`src/rtl/motoro3_pkg.sv`:
```
// motoro3_pkg: shared state encoding, step constants and small step helpers
package motoro3_pkg;
  typedef enum logic [1:0] {IDLE = 2'd0, RAMP = 2'd1, RUN = 2'd2} m3State_t;
  localparam int STEP_COUNT = 6;
  localparam logic [24:0] MIN_STEP_LEN = 25'd2;
  function automatic logic [24:0] clampStepLen(input logic [24:0] len);
    return (len < MIN_STEP_LEN) ? MIN_STEP_LEN : len;
  endfunction
  function automatic logic [2:0] advanceStep(input logic [2:0] step, input logic dir);
    return dir ? ((step == 3'd0) ? 3'(STEP_COUNT - 1) : step - 3'd1)
               : ((step == 3'(STEP_COUNT - 1)) ? 3'd0 : step + 3'd1);
  endfunction
endpackage

```
`src/rtl/motoro3_ramp_sat.sv`:
```
// motoro3_ramp_sat: 12-bit add-and-clamp, the sum is carried in 13 bits so it never wraps
module motoro3_ramp_sat (
  input  logic [11:0] cur,
  input  logic [7:0]  inc,
  input  logic [11:0] lim,
  output logic [11:0] res
);
  logic [12:0] sum;
  assign sum = {1'b0, cur} + {5'd0, inc};
  assign res = (sum > {1'b0, lim}) ? lim : sum[11:0];
endmodule

```
`src/rtl/motoro3_step_scheduler.sv`:
```
// motoro3_step_scheduler: six-step commutation timer with soft-start PWM ramp
module motoro3_step_scheduler
  import motoro3_pkg::*;
(
  input  logic        clk,
  input  logic        nRst,
  input  logic        en,
  input  logic [24:0] m3r_stepLen,
  input  logic [11:0] m3r_pwmLenStart,
  input  logic [11:0] m3r_pwmLenTarget,
  input  logic [7:0]  m3r_rampInc,
  input  logic        m3r_dir,
  output logic [24:0] m3cnt,
  output logic        m3cntLast1,
  output logic [2:0]  m3step,
  output logic [11:0] m3r_pwmLenWant,
  output logic        running
);
  m3State_t state, stateNext;
  logic [24:0] stepLenL, stepLenNext, cntNext;
  logic [2:0] stepNext;
  logic [11:0] pwmNext, satOut;
  logic lastNext, direct;
  motoro3_ramp_sat uSat (
    .cur(m3r_pwmLenWant),
    .inc(m3r_rampInc),
    .lim(m3r_pwmLenTarget),
    .res(satOut)
  );
  assign direct = (m3r_pwmLenStart >= m3r_pwmLenTarget) || (m3r_rampInc == 8'd0);
  assign running = (state != IDLE);
  // state and output registers; reset drops everything back to an idle, zeroed motor
  always_ff @(posedge clk or negedge nRst) begin
    if (!nRst) begin
      state <= IDLE;
      m3cnt <= '0;
      m3cntLast1 <= 1'b0;
      m3step <= '0;
      m3r_pwmLenWant <= '0;
      stepLenL <= MIN_STEP_LEN;
    end else begin
      state <= stateNext;
      m3cnt <= cntNext;
      m3cntLast1 <= lastNext;
      m3step <= stepNext;
      m3r_pwmLenWant <= pwmNext;
      stepLenL <= stepLenNext;
    end
  end
  // next state: stop wins over everything, then start, then step boundary, else count within the step
  always_comb begin
    stateNext = state;
    cntNext = m3cnt;
    lastNext = 1'b0;
    stepNext = m3step;
    pwmNext = m3r_pwmLenWant;
    stepLenNext = stepLenL;
    if (!en) begin
      stateNext = IDLE;
      cntNext = '0;
      stepNext = '0;
      pwmNext = '0;
    end else if (state == IDLE) begin
      stateNext = direct ? RUN : RAMP;
      cntNext = '0;
      stepNext = '0;
      pwmNext = direct ? m3r_pwmLenTarget : m3r_pwmLenStart;
      stepLenNext = clampStepLen(m3r_stepLen);
    end else if (m3cntLast1) begin
      cntNext = '0;
      stepLenNext = clampStepLen(m3r_stepLen);
      stepNext = advanceStep(m3step, m3r_dir);
      pwmNext = (state == RAMP) ? satOut : m3r_pwmLenTarget;
      stateNext = (state == RAMP && satOut == m3r_pwmLenTarget) ? RUN : state;
    end else begin
      cntNext = m3cnt + 25'd1;
      lastNext = (m3cnt + 25'd1 == stepLenL - 25'd1);
    end
  end
endmodule

```
`config.mk`:
```
export PLATFORM = sky130hd
export DESIGN_NAME = motoro3_step_scheduler
export DESIGN_NICKNAME = d
export VERILOG_FILES = /design/src/rtl/motoro3_pkg.sv /design/src/rtl/motoro3_ramp_sat.sv /design/src/rtl/motoro3_step_scheduler.sv
export SDC_FILE = /design/constraint.sdc
export NUM_CORES = 1
export LEC_CHECK = 0
export ABC_AREA = 1
export BUFFER_PORTS_ARGS = -buffer_cell sky130_fd_sc_hd__buf_2
export CAP_MARGIN = 10
export CORE_UTILIZATION = 50
export CTS_CLUSTER_SIZE = 20
export DETAILED_ROUTE_END_ITERATION = 10
export PLACE_DENSITY_LB_ADDON = 0.15
export REMOVE_ABC_BUFFERS = 1
export SLEW_MARGIN = 20
export SYNTH_ARGS = -nofsm -noshare
export SYNTH_HDL_FRONTEND = slang
export SYNTH_SLANG_ARGS = --single-unit
```
`constraint.sdc`:
```
create_clock -name clk -period 6.9 [get_ports clk]
set_clock_uncertainty 0.15 [all_clocks]
set_input_delay 0.69 -clock clk [delete_from_list [all_inputs] [get_ports clk]]
set_output_delay 0.69 -clock clk [all_outputs]
set_load 0.02 [all_outputs]
```
==> flow_summary_export.csv <==
group,metric,value,unit
status,status,"finished clean",
sta,totalNegativeSetupSlack,0,ps
place,place_inst,1044,
flow_run,maxCapViolCount,0,
global_routing,met2_usage,42.81,%
yosys,synth.distinct_cells,40,
yosys,yosys_warnings,0,
yosys,synth_top_flop_cell,"dfrtp_1",
clock_network,clock_latency,340,ps
yosys,syn_area,5709,um^2
setup_path,cp-start-kind,"primary input",
route,postRouteWirelength,15820,um
setup_path,cpPeakStageDelay,610,ps
finish,diodes,0,
global_routing,grt_pass1_vias,5256,
sta,slew_violations,0,
yosys,syn_avg_cell_area,6.954,um^2
clock_network,cts-resized-gates,0,
global_routing,grt_pass1_wl,25810,um
die,core,10980,um^2
route,num_vias,5733,
die,floorplan.initialDensity,51.98,%
pwr,ir_drop,0.0002301,V
setup_path,path_class,"primary input to register",
clock_network,ctsHoldBuffers,0,
die,io_pins,103,
die,rows,38,
yosys,synth_edf_count,0,
route,drc,0,
place,port_buffers,102,
yosys,ys_seq_area_share,29.83,%
finish,fillCellCount,1067,
global_routing,busiest_layer,"met2",
yosys,ys_ff_latch,68,
clock_network,cts_sinks,68,
pwr,p_total,1.833,mW
clock_network,htreeDepth,3,
global_routing,antenna_found_initial,0,
setup_path,crit_family,"simple AND/OR/NAND/NOR gates",
clock_network,post_cts_buffers,0,
yosys,yosys.cell_count.top_type,"nand2_1",
yosys,synth_commonest_cells,"nand2_1, nor2_1, inv_1, dfrtp_1, nand3_1",
clock_network,cts_tree,"yes",
sta,fin_crit,4265,ps
yosys,yosysTopAreaCell,"dfrtp_1",
pwr,cellPowerDensity,277.8,nW/um^2
die,die_area,11850,um^2
setup_path,cpMostUsedCell,"nand2_1",
global_routing,gr-usage-met3,5.559,%
yosys,netlist_instances,821,
setup_path,end_kind,"register",
setup_path,path_buf_inv,2,
sta,fmax,0.2345,GHz
sta,slew_headroom,30.78,%
pwr,p_leak,3.387,nW
global_routing,met1_usage,40.79,%
sta,timing.final.crit_share,61.81,%
sta,rsz0062_at_grt,"no",
yosys,yosysTopAreaCellShare,29.37,%
die,die_w,108.9,um
clock_network,cts_buffers,9,
global_routing,grt-ovfl-total,0,
route,drtIter0Drc,464,
setup_path,crit_fanout,47,
clock_network,cts.path.max_buffers,2,
setup_path,path_cells,"buf_2, ha_1, inv_1, fa_1, nand3b_1, nand2_1, nand2_1, nand3_2, nand2_1, nand2_1, nand2_1, ha_1, nand2_1, nor4_1, nand4_1, nand2_2, nand3_1, nand2_1, nor2_1, nand2_1, nor2_1, nand3_1, a21oi_1",
setup_path,slowest_stage,"nand2_2",
finish,area_growth,15.58,%
die,die_h,108.9,um
place,globalplace.congestion,0.9286,
route,wl_per_cell,14.94,um
sta,setup_viol,0,
sta,max_slew.worst_pin.slew,1037,ps
setup_path,critPathArrivalTime,4300,ps
sta,final-hold-violation-count,0,
finish,fin_cells,1059,
place,dp_hpwl,12380,um
finish,nets,1012,
clock_network,root_buffer,"clkbuf_16",
setup_path,cp.required,6930,ps
worst_hold_path,hold_path.class,"register to register",
route,vias_per_cell,5.414,
finish,layout-drive-gt1-share,16.32,%
global_routing,grt_max_degree,69,
route,dr.pass1.iters,5,
clock_network,clkTransAtPathRegs,60,ps
global_routing,track_usage,28.32,%
yosys,yosys-top-cells-area,"dfrtp_1, nand2_1, ha_1",
route,ant_nets,0,
yosys,ys_async_sr_fraction,100.0,%
==> sequential cells by signal, summed over array words and instances (netlist names) <==
| register | cells |
|---|---|
| state | 2 |
| stepLenL | 25 |
| m3cnt | 25 |
| m3cntLast1 | 1 |
| m3step | 3 |
| m3r_pwmLenWant | 12 |
==> worst register-to-register path: cells and delay by family (launching register included) <==
kind,cells,cell delay [ps]
AND/OR/NAND/NOR,17,2480
adder cells (fa/ha/maj),3,900
flip-flops,1,370
AO/OA/AOI/OAI,1,80
buffers and inverters,1,60
==> per-stage QoR <==
step | hold slack [ps] | util [%] | setup slack, ps | instance area, um^2
after floorplan | 244.4 | - | 2985 | 5603
after global placement | 341.3 | 57.39 | 2543 | 6304
after detailed placement | 349.9 | 57.39 | 2355 | 6304
after CTS | 364.1 | 60.06 | 2713 | 6596
after global routing | 390.8 | 60.08 | 2315 | 6599
final | 363.1 | 60.08 | 2635 | 6599
==> layout make-up <==
type,count,area [um^2],area share (%)
Clock buffer,11,242.7,3.678
Clock inverter,4,50.05,0.7584
Timing Repair Buffer,104,525.5,7.964
Tap cell,140,175.2,2.655
Sequential cell,68,1703,25.81
Multi-Input combinational cell,635,3538,53.62
Inverter,97,364.1,5.518
==> power by group <==
group | total, mW | internal (mW) | switching (mW) | leakage (nW)
Combinational | 0.802 | 0.289 | 0.513 | 2.36
Clock | 0.463 | 0.287 | 0.176 | 0.138
Sequential | 0.568 | 0.471 | 0.0972 | 0.895
Total | 1.83 | 1.05 | 0.786 | 3.39
==> path summary, 6_finish.rpt <==
path	start	endpoint	slack (ps)	depth (start not counted)
min reg2reg	state[0]$_DFFE_PN0P_	state[0]$_DFFE_PN0P_	360	2
max in group asynchronous	nRst	m3r_pwmLenWant[5]$_DFFE_PN0P_	5620	2
min in group asynchronous	nRst	m3r_pwmLenWant[10]$_DFFE_PN0P_	400	2
min	state[0]$_DFFE_PN0P_	state[0]$_DFFE_PN0P_	360	2
max reg2reg	m3r_pwmLenWant[0]$_DFFE_PN0P_	state[1]$_DFFE_PN0P_	2700	22
max	m3r_rampInc[0]	state[1]$_DFFE_PN0P_	2640	23
==> routing by layer <==
metal	up-vias	wire length (um)
met3	15	1038
met5	-	0
met1	2642	7740
met4	0	197
met2	194	6842
li1	2882	-
==> logic make-up (layout without fill, tap and decap cells) <==
family	count (synthesis)	in the layout	share of synthesized area, %
and+or+nand+nor	431	431	33.71
DFF	68	68	29.83
AOI/OAI and AO/OA	111	111	11.46
buffers and inverters	118	216	8.240
adders and majority gates	36	36	8.021
xor gates and xnor gates	57	57	8.744
==> layout by cell type, fill, tap and decap left out, drive strengths merged, types with 11 or more instances in the layout <==
| master | instances |
|---|---|
| buf | 104 |
| o21ai | 46 |
| clkbuf | 11 |
| nand2 | 214 |
| a21oi | 35 |
| nand4 | 20 |
| xnor2 | 20 |
| nor4 | 11 |
| xor2 | 37 |
| nand3b | 12 |
| ha | 35 |
| nor2 | 104 |
| inv | 97 |
| dfrtp | 67 |
| o211ai | 12 |
| nand3 | 58 |
Note: power is estimated with default switching activity, not from simulation.
